===== config.mk =====
export PLATFORM = sky130hd
export DESIGN_NAME = jedro_1_wb_ctrl
export DESIGN_NICKNAME = d
export VERILOG_FILES = /design/src/rtl/jedro_1_wb_ctrl.sv
export SDC_FILE = /design/constraint.sdc
export NUM_CORES = 1
export LEC_CHECK = 0
export ABC_AREA = 1
export CORE_ASPECT_RATIO = 2
export CORE_MARGIN = 2
export CORE_UTILIZATION = 40
export CTS_CLUSTER_SIZE = 16
export DETAILED_ROUTE_END_ITERATION = 10
export GPL_TIMING_DRIVEN = 0
export PLACE_DENSITY = 0.62
export SETUP_SLACK_MARGIN = 0.02
export SYNTH_ARGS = -nofsm -noshare
export SYNTH_HDL_FRONTEND = slang
export SYNTH_SLANG_ARGS = --single-unit

===== constraint.sdc =====
create_clock -name clk_i -period 6.5 [get_ports clk_i]
set_input_delay 1.3 -clock clk_i [delete_from_list [all_inputs] [get_ports clk_i]]
set_output_delay 1.3 -clock clk_i [all_outputs]
set_load 0.02 [all_outputs]

===== src/rtl/jedro_1_wb_ctrl.sv =====
// Register-file write-back controller.
// Arbitrates between ALU results and buffered LSU load responses for the single
// register-file write port, and tracks registers with loads in flight so the
// decoder can stall on read-after-load hazards.
//
// Ports:
//   clk_i, rstn_i                     clock, async active-low reset
//   alu_valid_i/addr_i/data_i         ALU result, alu_ready_o accepts it
//   lsu_valid_i/addr_i/data_i         load response, lsu_ready_o accepts it into a 2-entry FIFO
//   issue_i, issue_addr_i             load dispatched to destination register
//   rs1_addr_i, rs2_addr_i, hazard_o  hazard query against pending loads (combinational)
//   wpc_addr_o/data_o/we_o            registered register-file write port
//   idle_o                            no buffered loads and no pending registers
module jedro_1_wb_ctrl #(
   parameter int unsigned DATA_WIDTH     = 32,
   parameter int unsigned REG_ADDR_WIDTH = 5,
   parameter int unsigned STARVE_MAX     = 4
) (
   input  logic                      clk_i,
   input  logic                      rstn_i,
   input  logic                      alu_valid_i,
   input  logic [REG_ADDR_WIDTH-1:0] alu_addr_i,
   input  logic [DATA_WIDTH-1:0]     alu_data_i,
   output logic                      alu_ready_o,
   input  logic                      lsu_valid_i,
   input  logic [REG_ADDR_WIDTH-1:0] lsu_addr_i,
   input  logic [DATA_WIDTH-1:0]     lsu_data_i,
   output logic                      lsu_ready_o,
   input  logic                      issue_i,
   input  logic [REG_ADDR_WIDTH-1:0] issue_addr_i,
   input  logic [REG_ADDR_WIDTH-1:0] rs1_addr_i,
   input  logic [REG_ADDR_WIDTH-1:0] rs2_addr_i,
   output logic                      hazard_o,
   output logic [REG_ADDR_WIDTH-1:0] wpc_addr_o,
   output logic [DATA_WIDTH-1:0]     wpc_data_o,
   output logic                      wpc_we_o,
   output logic                      idle_o
);

   localparam int unsigned NUM_REGS = 2**REG_ADDR_WIDTH;
   localparam int unsigned CNT_W    = 2;
   localparam int unsigned STARVE_W = 4;

   // Load FIFO storage and bookkeeping
   logic [REG_ADDR_WIDTH-1:0] fifo_addr_q [2];
   logic [DATA_WIDTH-1:0]     fifo_data_q [2];
   logic                      wr_ptr_q, wr_ptr_d;
   logic                      rd_ptr_q, rd_ptr_d;
   logic [CNT_W-1:0]          count_q, count_d;
   logic [STARVE_W-1:0]       starve_q, starve_d;
   logic [NUM_REGS-1:0]       pend_q, pend_d;

   logic [REG_ADDR_WIDTH-1:0] wpc_addr_d;
   logic [DATA_WIDTH-1:0]     wpc_data_d;
   logic                      wpc_we_d;

   logic                      alu_fire;
   logic                      lsu_push;
   logic                      fifo_pop;
   logic                      fifo_empty;
   logic [REG_ADDR_WIDTH-1:0] head_addr;
   logic [DATA_WIDTH-1:0]     head_data;

   // Handshakes depend only on registered state
   assign lsu_ready_o = (count_q < CNT_W'(2));
   assign alu_ready_o = (starve_q != STARVE_W'(STARVE_MAX));

   assign fifo_empty = (count_q == '0);
   assign alu_fire   = alu_valid_i & alu_ready_o;
   assign lsu_push   = lsu_valid_i & lsu_ready_o;
   // ALU has priority; a starved load wins because alu_ready_o drops
   assign fifo_pop   = ~alu_fire & ~fifo_empty;
   assign head_addr  = fifo_addr_q[rd_ptr_q];
   assign head_data  = fifo_data_q[rd_ptr_q];

   // pend_q[0] is never set, so x0 can never raise a hazard
   assign hazard_o = pend_q[rs1_addr_i] | pend_q[rs2_addr_i];
   assign idle_o   = fifo_empty & (pend_q == '0);

   // Next-state for FIFO, starvation counter, scoreboard and write port
   always_comb begin
      count_d    = count_q;
      wr_ptr_d   = wr_ptr_q;
      rd_ptr_d   = rd_ptr_q;
      starve_d   = starve_q;
      pend_d     = pend_q;
      wpc_we_d   = 1'b0;
      wpc_addr_d = wpc_addr_o;
      wpc_data_d = wpc_data_o;

      if (lsu_push) wr_ptr_d = ~wr_ptr_q;
      if (fifo_pop) rd_ptr_d = ~rd_ptr_q;

      case ({lsu_push, fifo_pop})
         2'b10:   count_d = count_q + CNT_W'(1);
         2'b01:   count_d = count_q - CNT_W'(1);
         default: count_d = count_q;
      endcase

      // alu_fire implies starve_q < STARVE_MAX, so the increment saturates naturally
      if (fifo_empty || fifo_pop) begin
         starve_d = '0;
      end else if (alu_fire) begin
         starve_d = starve_q + STARVE_W'(1);
      end

      // Clear before set so a same-cycle issue to the popped register stays pending
      if (fifo_pop) pend_d[head_addr] = 1'b0;
      if (issue_i && (issue_addr_i != '0)) pend_d[issue_addr_i] = 1'b1;

      // Winners to x0 are consumed without asserting the write enable
      if (alu_fire) begin
         wpc_addr_d = alu_addr_i;
         wpc_data_d = alu_data_i;
         wpc_we_d   = (alu_addr_i != '0);
      end else if (fifo_pop) begin
         wpc_addr_d = head_addr;
         wpc_data_d = head_data;
         wpc_we_d   = (head_addr != '0);
      end
   end

   // Control and output state
   always_ff @(posedge clk_i or negedge rstn_i) begin
      if (!rstn_i) begin
         count_q    <= '0;
         wr_ptr_q   <= 1'b0;
         rd_ptr_q   <= 1'b0;
         starve_q   <= '0;
         pend_q     <= '0;
         wpc_addr_o <= '0;
         wpc_data_o <= '0;
         wpc_we_o   <= 1'b0;
      end else begin
         count_q    <= count_d;
         wr_ptr_q   <= wr_ptr_d;
         rd_ptr_q   <= rd_ptr_d;
         starve_q   <= starve_d;
         pend_q     <= pend_d;
         wpc_addr_o <= wpc_addr_d;
         wpc_data_o <= wpc_data_d;
         wpc_we_o   <= wpc_we_d;
      end
   end

   // FIFO payload; validity is tracked by count_q so no reset is needed
   always_ff @(posedge clk_i) begin
      if (lsu_push) begin
         fifo_addr_q[wr_ptr_q] <= lsu_addr_i;
         fifo_data_q[wr_ptr_q] <= lsu_data_i;
      end
   end

endmodule


## Yosys cells after proc, flatten, opt, wreduce, memory -nomap -nowiden

Memories as Yosys holds them, arrays and structs flattened.
Cells that the tools add are included.
Widths: inputs -> output; s select.

| storage, ports and cells | value |
|---|---|
| flip-flop bits (word level) | 78 |
| bits in latches | 0 |
| RAM bits | 74 |
| memory bits (read-only) | 0 |
| bits of input ports | 94 |
| output and inout port bits | 42 |
| word-level logic and storage cells | 68 |
| memories | 2 |

| cells by class | value |
|---|---|
| add/sub/neg operators | 3 |
| multipliers | 0 |
| divide/modulo/power cells | 0 |
| $lt $le $gt $ge | 7 |
| equality and inequality tests | 3 |
| shifts and indexed selects | 0 |
| multiplexer cells | 21 |
| bitwise gates (word level) | 12 |
| reductions and logical operators | 12 |

Memory list:

| memory | depth | width | read ports | clocked after Yosys merged registers in | write ports | line | text |
|---|---|---|---|---|---|---|---|
| fifo_data_q | 2 | 32 | 1 | 0 | 1 | 46 | `logic [DATA_WIDTH-1:0] fifo_data_q [2];` |
| fifo_addr_q | 2 | 5 | 1 | 0 | 1 | 45 | `logic [REG_ADDR_WIDTH-1:0] fifo_addr_q [2];` |

Operators with widths:

| kind | count |
|---|---|
| $mux 32 | 4 |
| $and 32x32->32 | 1 |
| $logic_not 32->1 | 1 |
| $not 32->32 | 1 |
| $or 32x32->32 | 1 |
| $lt 5x6->1 const B | 4 |
| $reduce_bool 5->1 | 3 |
| $bmux 1 s5 | 2 |
| $demux 1 s5 | 2 |
| $ge 5x1->1 const B | 2 |
| $mux 5 | 2 |
| $mux 1 | 8 |
| $mux 4 | 2 |
| $reduce_bool 2->1 | 3 |
| $add 4x1->4 const B | 1 |
| $and 1x1->1 | 4 |
| $ne 4x3->1 const B | 1 |
| $not 1->1 | 4 |
| $pmux 2 s2 | 1 |
| $logic_and 1x1->1 | 3 |
| $add 2x1->2 const B | 1 |
| $eq 2x1->1 const B | 1 |
| $eq 2x2->1 const B | 1 |
| $logic_not 2->1 | 1 |
| 4 further kinds | 4 |

## Depth between registers and ports, before layout

An unclocked memory read counts as a cell.

| logic depth | value |
|---|---|
| depth in word-level cells | 10 |
| gate-level depth with buffers | 11 |
| gate-level depth less buffers | 10 |

## Worst setup path before layout

Ideal clock, no wire load.

| timing | value |
|---|---|
| kind | input -> output |
| start point | input port rs2_addr_i[0] |
| end point | output port hazard_o |
| arrival time | 2.206 ns |
| data required time | 5.200 ns |
| slack | 2.994 ns |
| stages on the path | 11 |
| buffers on the path | 2 |
| cells stage by stage | buf_2 > inv_2 > buf_4 > nand2_1 > nand3_1 > nand3_1 > nand2_1 > nand2_1 > nand3_1 > nand2_1 > nand2_1 |

| between the ends | value |
|---|---|
| word-level cells in the longest chain between the ends | 3 |

RTL lines:

| item | line | text |
|---|---|---|
| start: declaration | 32 | `input logic [REG_ADDR_WIDTH-1:0] rs2_addr_i,` |
| $bmux 1 s5 | 77 | `assign hazard_o = pend_q[rs1_addr_i] \| pend_q[rs2_addr_i];` |
| $mux 1 (not written as such) | 77 |  |
| $or 1x1->1 | 77 |  |
| end: declaration | 33 | `output logic hazard_o,` |

Every way passes these cells. The select of a mux whose other input is x is not followed.

## Final worst setup path

| timing | value |
|---|---|
| start point | input port rs2_addr_i[2] |
| end point | output port hazard_o |

Same word-level chain as after synthesis.

==> results.sh <==
export IMPL_outcome="finished, final reports clean"
export IMPL_clock_fmax_mhz=219
export IMPL_ys_top_cells_by_area="edfxtp_1 32%, dfrtp_1 29%, nand2_1 9.7%, nand3_1 4.8%, o21ai_0 3.4%"
export IMPL_initial_antenna_violation_count=0
export IMPL_worst_ep_arrival_time_ps=3260
export IMPL_drive_gt1_frac=0.0925
export IMPL_path_class="in -> out"
export IMPL_pwr_density_cell_nw_per_um2=418
export IMPL_cts_buffers=17
export IMPL_worst_r2r_setup_slack_ps=4690
export IMPL_cts_hold_buffers_added=0
export IMPL_drt_drc_violations_left=0
export IMPL_crit_end="hazard_o"
export IMPL_hold_ws_ps=498
export IMPL_power_switching_mw=1.36
export IMPL_flow_area_growth_from_synthesis_pct=32.8
export IMPL_wirelength_mm=19.2
export IMPL_irDropWorstVdd_mv=0.244
export IMPL_tightest_pin_transition_ps=549
export IMPL_synth_largest_area_cell="edfxtp_1"
export IMPL_maxSlewHeadroom=0.634
export IMPL_grt_util_all_layers=0.222
export IMPL_first_global_vias=6084
export IMPL_antenna_diode_count=0
export IMPL_detailroute_via_count=5605
export IMPL_drv_max_cap_violation_count=0
export IMPL_netlist_cell_type_count=35
export IMPL_cts_root_buffer="clkbuf_16"
export IMPL_worstReg2RegEnd="pend_q[16]"
export IMPL_globalRoute_totalOverflow=0
export IMPL_synth_commonest_cells="177 x nand2_1, 78 x dfrtp_1, 74 x edfxtp_1, 65 x nand3_1, 55 x inv_1"
export IMPL_power_clock_fraction=0.258
export IMPL_reg2reg_depth=9
export IMPL_synth_yosys_seq_area_share=0.610
export IMPL_grt_max_degree=61
export IMPL_ys_seq_elements=152
export IMPL_core_area_um2=16800
export IMPL_synth_most_common_cell="nand2_1"
export IMPL_netlist_area_leader_share=0.325
export IMPL_finalHoldViolCount=0
export IMPL_die_h_um=189
export IMPL_ioPinCount=136
export IMPL_grt_first_pass_wirelength_mm=30.2
export IMPL_internal_power_mw=2.44
export IMPL_cts_max_path_buffers=2
export IMPL_die_width_um=96.5
export IMPL_drtPass1Iterations=5
export IMPL_place_hpwl_mm=14.7
export IMPL_setup_violations=0
export IMPL_placement_io_buffers=131
export IMPL_final_total_power_mw=3.80
export IMPL_clock_latency_ps=420
export IMPL_postSynthAreaPerCell_um2=9.95
export IMPL_floorplan_initialDensity=0.408
export IMPL_cts_tree="built"
export IMPL_switching_fraction=0.357
export IMPL_clock_edge_transition_at_the_registers_on_the_reported_setup_and_hold_paths_ps=60
export IMPL_detail_route_vias_per_cell=5.28
export IMPL_static_leakage_power_nw=3.71
export IMPL_critical_r2r_launch="starve_q[0]"
export IMPL_p_seq_frac=0.400
export IMPL_share_comb_of_total_power=0.341
export IMPL_gp_routability_congestion=0.910
export IMPL_die_area_um2=18200
export IMPL_postSynthNetCount=785
export IMPL_route_detailed_wl_per_inst_um=18.1
export IMPL_cts_setup_buffers=0
export IMPL_final_setup_skew_ps=10.8
export IMPL_grt_setup_unrepaired="no"
export IMPL_worst_setup_path_start_kind="primary input"
export IMPL_cts_resized=0
export IMPL_ys_async_sr_fraction=0.513
export IMPL_netlist_area_um2=6850
export IMPL_post_route_min_period_ps=4560
export IMPL_critical_path_peak_fanout=5
export IMPL_cts_sinks=152
export IMPL_floorplan_rows=67
export IMPL_cp_required_ps=5200
export IMPL_count_of_h_tree_levels_built_during_cts=4
export IMPL_slew_viol_final=0
export IMPL_synthesis_yosys_warnings=0
export IMPL_path_category_of_the_worst_min_delay_check="reg -> reg"
export IMPL_min_period_over_period=0.701
export IMPL_design_final_nets=938
export IMPL_synth_cells=688
export IMPL_final_antenna_net_count=0
export IMPL_fin_setup_tns_ps=0
export IMPL_worst_setup_path_end_kind="output pin"
export IMPL_timing_critical_path_from="rs2_addr_i[2]"
export IMPL_drtIter0Drc=252
export IMPL_fin_util=0.542
export IMPL_synth_ff_type="dfrtp_1"
export IMPL_synth_edff_count=74
[how the worst min path moves through the flow]
stage	endpoint	from	slack [ps]	cells after the start
3_5_place_dp	wpc_addr_o[0]	wpc_addr_o[0]	470	2
4_1_cts	wpc_addr_o[0]	wpc_addr_o[0]	500	2
5_1_grt	starve_q[0]	starve_q[0]	530	1
3_3_place_gp	wpc_addr_o[1]	wpc_addr_o[1]	470	2
2_1_floorplan	starve_q[0]	starve_q[0]	450	1
6_report	wpc_addr_o[0]	wpc_addr_o[0]	500	2
[cell usage in the layout, fill, tap and decap left out, types with 7 or more instances in the layout]
| cell type | Yosys | final |
|---|---|---|
| edfxtp_1 | 74 | 74 |
| o211ai_1 | 18 | 18 |
| nand2_1 | 177 | 177 |
| inv_1 | 55 | 55 |
| nor4_1 | 7 | 7 |
| buf_2 | 15 | 15 |
| nand3_1 | 65 | 65 |
| o21ai_0 | 46 | 46 |
| mux2i_1 | 14 | 14 |
| clkdlybuf4s50_1 | 0 | 130 |
| clkbuf_16 | 0 | 17 |
| dfrtp_1 | 78 | 78 |
| nor2_1 | 53 | 51 |
| o311ai_0 | 7 | 7 |
| o21ai_1 | 17 | 17 |
| o311ai_1 | 10 | 10 |
[logic make-up after synthesis]
group / Yosys count / synth area share
flip-flops: 152 / 0.610
AO/OA/AOI/OAI: 109 / 0.101
AND/OR/NAND/NOR: 318 / 0.200
buffers and inverters: 86 / 0.0559
adder cells (fa/ha/maj): 3 / 0.00548
XOR/XNOR: 6 / 0.00768
multiplexers: 14 / 0.0205
[power by group through the flow]
stage	Sequential [mW]	Combinational (mW)	Clock [mW]
detailed placement	1.53	1.30	0
finish	1.52	1.30	0.980
global route	1.55	1.42	1.04
floorplan	1.59	0.669	0
global placement	1.53	1.24	0
CTS	1.52	1.31	0.999
[worst max-delay path, stage by stage]
cell and delay, ps:
clkdlybuf4s50_1 590, inv_1 300, nand3_1 110, nand2_1 140, nand2_1 60, nand3_1 60, nand2_1 50, nand2_1 50
clkdlybuf4s50_1 590
[per-layer routing]
layer	vias up	track usage	part of all wire	routed length, µm
li1	2656	-	-	-
met1	2634	0.213	0.32	6200
met3	72	0.0569	0.061	1180
met2	243	0.407	0.56	10800
met5	-	0	0	0
met4	0	0.129	0.055	1050
[flip-flops by register name, indices dropped and copies added (netlist names)]
signal / flops
starve_q: 4
wpc_we_o: 1
fifo_addr_q: 10
pend_q: 32
wr_ptr_q: 1
wpc_data_o: 32
rd_ptr_q: 1
wpc_addr_o: 5
count_q: 2
fifo_data_q: 64
[area by class of cell]
| type | count | area, µm² |
|---|---|---|
| Clock inverter | 10 | 119 |
| Tap cell | 207 | 259 |
| Sequential cell | 152 | 4170 |
| Multi-Input combinational cell | 450 | 2300 |
| Fill cell | 1491 | 7680 |
| Inverter | 61 | 229 |
| Clock buffer | 22 | 474 |
| Timing Repair Buffer | 134 | 1380 |
| Buffer | 25 | 154 |
[through the flow]
step | setup WS [ps] | area, µm² | std cells
global route | 1900 | 9090 | 1061
global placement | 1250 | 8420 | 1026
finish | 1940 | 9090 | 1061
detailed placement | 2020 | 8500 | 1029
CTS | 2010 | 9090 | 1061
floorplan | 2990 | 6850 | 688
Note: power is estimated with default switching activity, not from simulation.
